<file path="src/rtl/fifo_arb_pkg.sv">
// Shared types and default sizing for the FIFO write-port arbiter.
package fifo_arb_pkg;

  typedef enum logic [0:0] {
    IDLE  = 1'b0,
    GRANT = 1'b1
  } arb_state_e;

  localparam int N_REQ     = 4;
  localparam int DW        = 33;
  localparam int MAX_BEATS = 16;

endpackage

</file>
<file path="src/rtl/rr_pick.sv">
// Combinational round-robin selector: first set request searching
// cyclically from last+1. Holds no state.
module rr_pick #(
  parameter int N  = 4,
  parameter int IW = 2
) (
  input  logic [N-1:0]  req,
  input  logic [IW-1:0] last,
  output logic [N-1:0]  gnt_oh,
  output logic [IW-1:0] gnt_idx,
  output logic          any_req
);

  // Walk N positions starting just after the previous owner; first hit wins.
  always_comb begin
    int j;
    gnt_oh  = '0;
    gnt_idx = '0;
    any_req = |req;
    j       = 0;
    for (int k = 1; k <= N; k++) begin
      j = int'(last) + k;
      if (j >= N) j = j - N;
      if (req[j] && (gnt_oh == '0)) begin
        gnt_oh[j] = 1'b1;
        gnt_idx   = IW'(j);
      end
    end
  end

endmodule

</file>
<file path="src/rtl/fifo_wr_arbiter.sv">
// Packet-aware round-robin arbiter feeding a single sync_fifo write port.
// IDLE spends one cycle picking an owner; GRANT passes the owner's beats
// straight through until EOP or MAX_BEATS transfers.
module fifo_wr_arbiter
  import fifo_arb_pkg::*;
#(
  parameter int N_REQ     = fifo_arb_pkg::N_REQ,
  parameter int DW        = fifo_arb_pkg::DW,
  parameter int MAX_BEATS = fifo_arb_pkg::MAX_BEATS,
  localparam int GW       = (N_REQ > 1) ? $clog2(N_REQ) : 1,
  localparam int BW       = $clog2(MAX_BEATS + 1)
) (
  input  logic                clk,
  input  logic                nrst,
  input  logic [N_REQ-1:0]    req_valid,
  input  logic [N_REQ*DW-1:0] req_data,
  output logic [N_REQ-1:0]    req_ready,
  output logic                out_valid,
  output logic [DW-1:0]       out_data,
  input  logic                out_ready,
  output logic [GW-1:0]       grant_id,
  output logic                busy
);

  arb_state_e        state;
  logic [GW-1:0]     last_grant;
  logic [BW-1:0]     beat_cnt;
  logic [N_REQ-1:0]  pick_oh;
  logic [GW-1:0]     pick_idx;
  logic              any_req;
  logic              xfer;
  logic              eop;
  logic [DW-1:0]     beats [N_REQ];

  // Unpack the flattened requester beats for indexed selection.
  for (genvar i = 0; i < N_REQ; i++) begin : g_unpack
    assign beats[i] = req_data[i*DW +: DW];
  end

  rr_pick #(.N(N_REQ), .IW(GW)) u_pick (
    .req     (req_valid),
    .last    (last_grant),
    .gnt_oh  (pick_oh),
    .gnt_idx (pick_idx),
    .any_req (any_req)
  );

  assign busy = (state == GRANT);
  assign xfer = out_valid & out_ready;
  assign eop  = out_data[DW-1];

  // Zero-latency pass-through of the owner's handshake while granted.
  always_comb begin
    out_valid = 1'b0;
    out_data  = beats[grant_id];
    req_ready = '0;
    if (busy) begin
      out_valid           = req_valid[grant_id];
      req_ready[grant_id] = out_ready;
    end
  end

  // Grant lifecycle: pick in IDLE, count beats and release in GRANT.
  // Reset leaves last_grant at the top index so requester 0 wins first.
  always_ff @(posedge clk or negedge nrst) begin
    if (!nrst) begin
      state      <= IDLE;
      last_grant <= GW'(N_REQ - 1);
      grant_id   <= '0;
      beat_cnt   <= '0;
    end else begin
      case (state)
        IDLE: begin
          if (any_req) begin
            grant_id <= pick_idx;
            beat_cnt <= '0;
            state    <= GRANT;
          end
        end
        GRANT: begin
          // Owner dropping valid mid-packet simply stalls here; no timeout.
          if (xfer) begin
            beat_cnt <= beat_cnt + 1'b1;
            if (eop || (beat_cnt == BW'(MAX_BEATS - 1))) begin
              state      <= IDLE;
              last_grant <= grant_id;
            end
          end
        end
        default: state <= IDLE;
      endcase
    end
  end

endmodule
</file>
<file path="config.mk">
export PLATFORM = sky130hd
export DESIGN_NAME = fifo_wr_arbiter
export DESIGN_NICKNAME = d
export VERILOG_FILES = /design/src/rtl/fifo_arb_pkg.sv /design/src/rtl/rr_pick.sv /design/src/rtl/fifo_wr_arbiter.sv
export SDC_FILE = /design/constraint.sdc
export NUM_CORES = 1
export LEC_CHECK = 0
export ABC_AREA = 1
export CAP_MARGIN = 20
export CORE_MARGIN = 8
export CORE_UTILIZATION = 39
export DETAILED_ROUTE_END_ITERATION = 10
export DONT_BUFFER_PORTS = 1
export GPL_TIMING_DRIVEN = 0
export PLACE_DENSITY_LB_ADDON = 0.3
export SYNTH_ARGS = -nofsm -noshare
export SYNTH_HDL_FRONTEND = slang
export SYNTH_SLANG_ARGS = --single-unit
</file>
<file path="constraint.sdc">
create_clock -name clk -period 1.7 [get_ports clk]
set_input_delay 0.51 -clock clk [delete_from_list [all_inputs] [get_ports clk]]
set_output_delay 0.51 -clock clk [all_outputs]
set_load 0.02 [all_outputs]
</file>
==> results of run 1 <==
-- per-layer routing --
metal	vias to the layer above	track usage	share of wire
met3	13	0.05580	0.084
met1	948	0.2459	0.34
met5	-	0	0
li1	947	-	-
met2	109	0.4042	0.56
met4	0	0.05273	0.019
-- cell usage in the layout, fill, tap and decap left out, types with 3 or more instances in the layout --
cell type	instances
a22oi_1	10
a22oi_2	45
buf_4	7
buf_6	5
clkbuf_4	3
clkbuf_8	9
dfrtp_1	5
dfrtp_2	3
ha_1	9
inv_1	12
inv_2	3
inv_4	5
inv_8	3
nand2_1	53
nand2_2	30
nand2_4	5
nand3_1	13
nand3_2	14
nand4_1	3
nor2_1	12
nor2_4	4
-- final cells by class --
| type | count | area, µm² |
|---|---|---|
| plain buffers | 13 | 178.9 |
| clock buffers | 4 | 55.05 |
| fillers | 346 | 1541 |
| inverters | 23 | 121.4 |
| multi-input cells | 215 | 1655 |
| flip-flops and latches | 10 | 256.5 |
| well taps | 50 | 62.56 |
| repair buffers | 12 | 100.1 |
-- repair_timing --
| action | 4_1_cts | 5_1_grt |
|---|---|---|
| pin swaps | 26 | 34 |
| resized for setup | 109 | 29 |
| endpoints found under the hold margin | 8 | 0 |
| gates cloned | 3 | 1 |
| hold buffers | 1 | 0 |
| setup endpoints to repair | 43 | 44 |
| buffers inserted | 6 | 1 |
-- how the worst max path moves through the flow --
stage,startpoint,to,cells past startpoint
floorplan,last_grant[0]$_DFFE_PN1P_,grant_id[0]$_DFFE_PN0P_,13
global placement,grant_id[0]$_DFFE_PN0P_,out_data[30],5
detailed placement,grant_id[0]$_DFFE_PN0P_,out_data[30],5
CTS,grant_id[1]$_DFFE_PN0P_,out_data[26],6
global route,grant_id[1]$_DFFE_PN0P_,out_data[29],6
finish,grant_id[1]$_DFFE_PN0P_,out_data[29],6
-- registers in the layout (all words and copies together) (netlist names) --
name,flops
beat_cnt,5
grant_id,2
last_grant,2
busy,1
-- cells by family after synthesis --
| kind of cell | after synthesis | synth area share |
|---|---|---|
| compound gates | 63 | 0.2853 |
| fa+ha+maj | 10 | 0.07794 |
| buf+inv | 36 | 0.08418 |
| flops | 10 | 0.1574 |
| simple gates | 142 | 0.3952 |
-- power groups by stage --
stage	sequential (µW)	combinational, µW	clock, µW
after floorplan	487	2840	0
after global placement	525	3350	0
after detailed placement	526	3390	0
after CTS	506	4500	303
after global routing	535	5180	312
final	520	4760	299
-- through the flow --
| stage | power [µW] | TNS (ns) | utilization |
|---|---|---|---|
| 3_3_place_gp | 3874 | -10.93 | 0.4354 |
| 5_1_grt | 6024 | -13.15 | 0.6118 |
| 6_report | 5579 | -10.42 | 0.6118 |
| 4_1_cts | 5311 | -10.57 | 0.5753 |
| 3_5_place_dp | 3919 | -11.37 | 0.4354 |
| 2_1_floorplan | 3324 | -0.7114 | - |
==> reports/metrics.yaml, run 1 <==
timing:
  holdWs_ns: 0.1120
  clock.fmax_mhz: 490.8
  timing.final.ws_setup_ns: -0.3374
  finalCritPeriodShare: 1.198
  drv_slew: 0
  period_needed_ns: 2.037
  relSlewSlack: 0.7358
  hold_viol_final: 0
  worst_pin_slew_ns: 0.3948
  final-setup-viol-count: 39
  skew_ns: 0.001512
  rsz0062_at_grt: "yes"
worst_setup_path:
  cpPeakStageDelay_ns: 0.53
  path_buf_inv: 3
  r2r-start: "last_grant[0]$_DFFE_PN1P_"
  worstSetupPathType: "flop to output port"
  rrSetupSlack_ns: -0.07
  crit_chain: "inv_4 > nand2_4 > inv_8 > clkbuf_8 > a22oi_2 > nand2_2"
  end_kind: "output port"
  r2r_end: "grant_id[0]$_DFFE_PN0P_"
  crit_path_max_fanout: 10
  crit_family: "flip-flops"
  arrival_ns: 1.53
  reg2reg_depth: 11
  worstSetupStartpointType: "flop"
  required_ns: 1.19
  worst_path_max_delay_cell: "dfrtp_2"
cells_and_area:
  final_cell_count_no_fill: 327
  drive_gt1_frac: 0.5379
  area_delta_synth_final_pct: 51.36
  design_area_um2: 2430
  n_antenna_cell: 0
  fin_nets: 427
floorplan:
  die_h_um: 80.16
  rows: 23
  dieArea_um2: 6425
  start_util: 0.4042
  ioPinCount: 180
  core-area_um2: 3971
  die_w_um: 80.16
power_and_ir_drop:
  clockPowerShare: 0.054
  powerDensity_nw_per_um2: 2296
  intPower_uw: 2248
  vdd_drop_max_v: 0.001174
  p_leak_uw: 0.001063
  sw_frac_of_total: 0.5970
  seqPwrFrac: 0.093
  p_switching_uw: 3331
  pwr-share-comb: 0.853
run_status:
  violations: "setup timing"
  status: "finished with violations"
route:
  routed-via-count: 2017
  vias_per_cell: 6.168
  firstDrtPassIters: 5
  drt_wl_total_mm: 8.024
  drcViolationCount: 0
  ant_nets: 0
  first_iter_violations: 83
  wire_per_inst_um: 24.54
logic_synthesis:
  syn_nets: 410
  synth_area_leader_cell: "a22oi_1"
  synth_top_area_frac: 0.2572
  synth_warnings: 0
  ys_seq_elements: 10
  synth_commonest_cells: "nand2_1, a22oi_1, nand3_1"
  synth-edff-count: 0
  syn_inst: 261
  synth.area.top_cells: "a22oi_1, nand2_1, dfrtp_1"
  postSynthAreaPerCell_um2: 6.151
  syn_area_um2: 1605
  synthFlopType: "dfrtp_1"
  yosysSeqAreaShare: 0.1574
  synth_most_common_cell: "nand2_1"
  ys_types: 26
  synthArstFlopShare: 1.000
grt:
  track_usage: 0.2205
  grt_pass1_wl_mm: 11.32
  antenna_found_initial: 0
  grt_max_degree: 11
  grt_pass1_vias: 2041
  grt-ovfl-total: 0
cts:
  h-tree-depth: 1
  worstSkewPairLatency_ns: 0.24
  cts_root_buf: "clkbuf_8"
  clk_pin_slew_ns: 0.05
  cts_sinks: 10
  numCtsBuffers: 3
  cts_tree: "done"
  cts_buffer_depth: 2
placement:
  hpwl_mm: 6.233
  gp_congestion: 0.9122
  port_buffers: 0
  pre_cts_ws_ns: -0.3923
  place_area_um2: 1729
  place_inst: 311
worst_hold_path:
  hold_class: "input pin to asynchronous set/reset pin"
flow_run:
  cap_violations: 0
Note: power is estimated with default switching activity, not from simulation.
==> run 2, diff against run 1 <==
--- a/config.mk
+++ b/config.mk
@@ -6,6 +6,7 @@
 export NUM_CORES = 1
 export LEC_CHECK = 0
 export ABC_AREA = 1
+export ABC_CLOCK_PERIOD_IN_PS = 1700
 export CAP_MARGIN = 20
 export CORE_MARGIN = 8
 export CORE_UTILIZATION = 39
==> results of run 2 <==
Same layout as run 1: the final DEF is identical, and so are final timing and power.
==> run 3, diff against run 2 <==
--- a/config.mk
+++ b/config.mk
@@ -14,6 +14,7 @@
 export DONT_BUFFER_PORTS = 1
 export GPL_TIMING_DRIVEN = 0
 export PLACE_DENSITY_LB_ADDON = 0.3
+export SLEW_MARGIN = 5
 export SYNTH_ARGS = -nofsm -noshare
 export SYNTH_HDL_FRONTEND = slang
 export SYNTH_SLANG_ARGS = --single-unit
==> results of run 3 <==
Same layout as run 1: the final DEF is identical, and so are final timing and power.
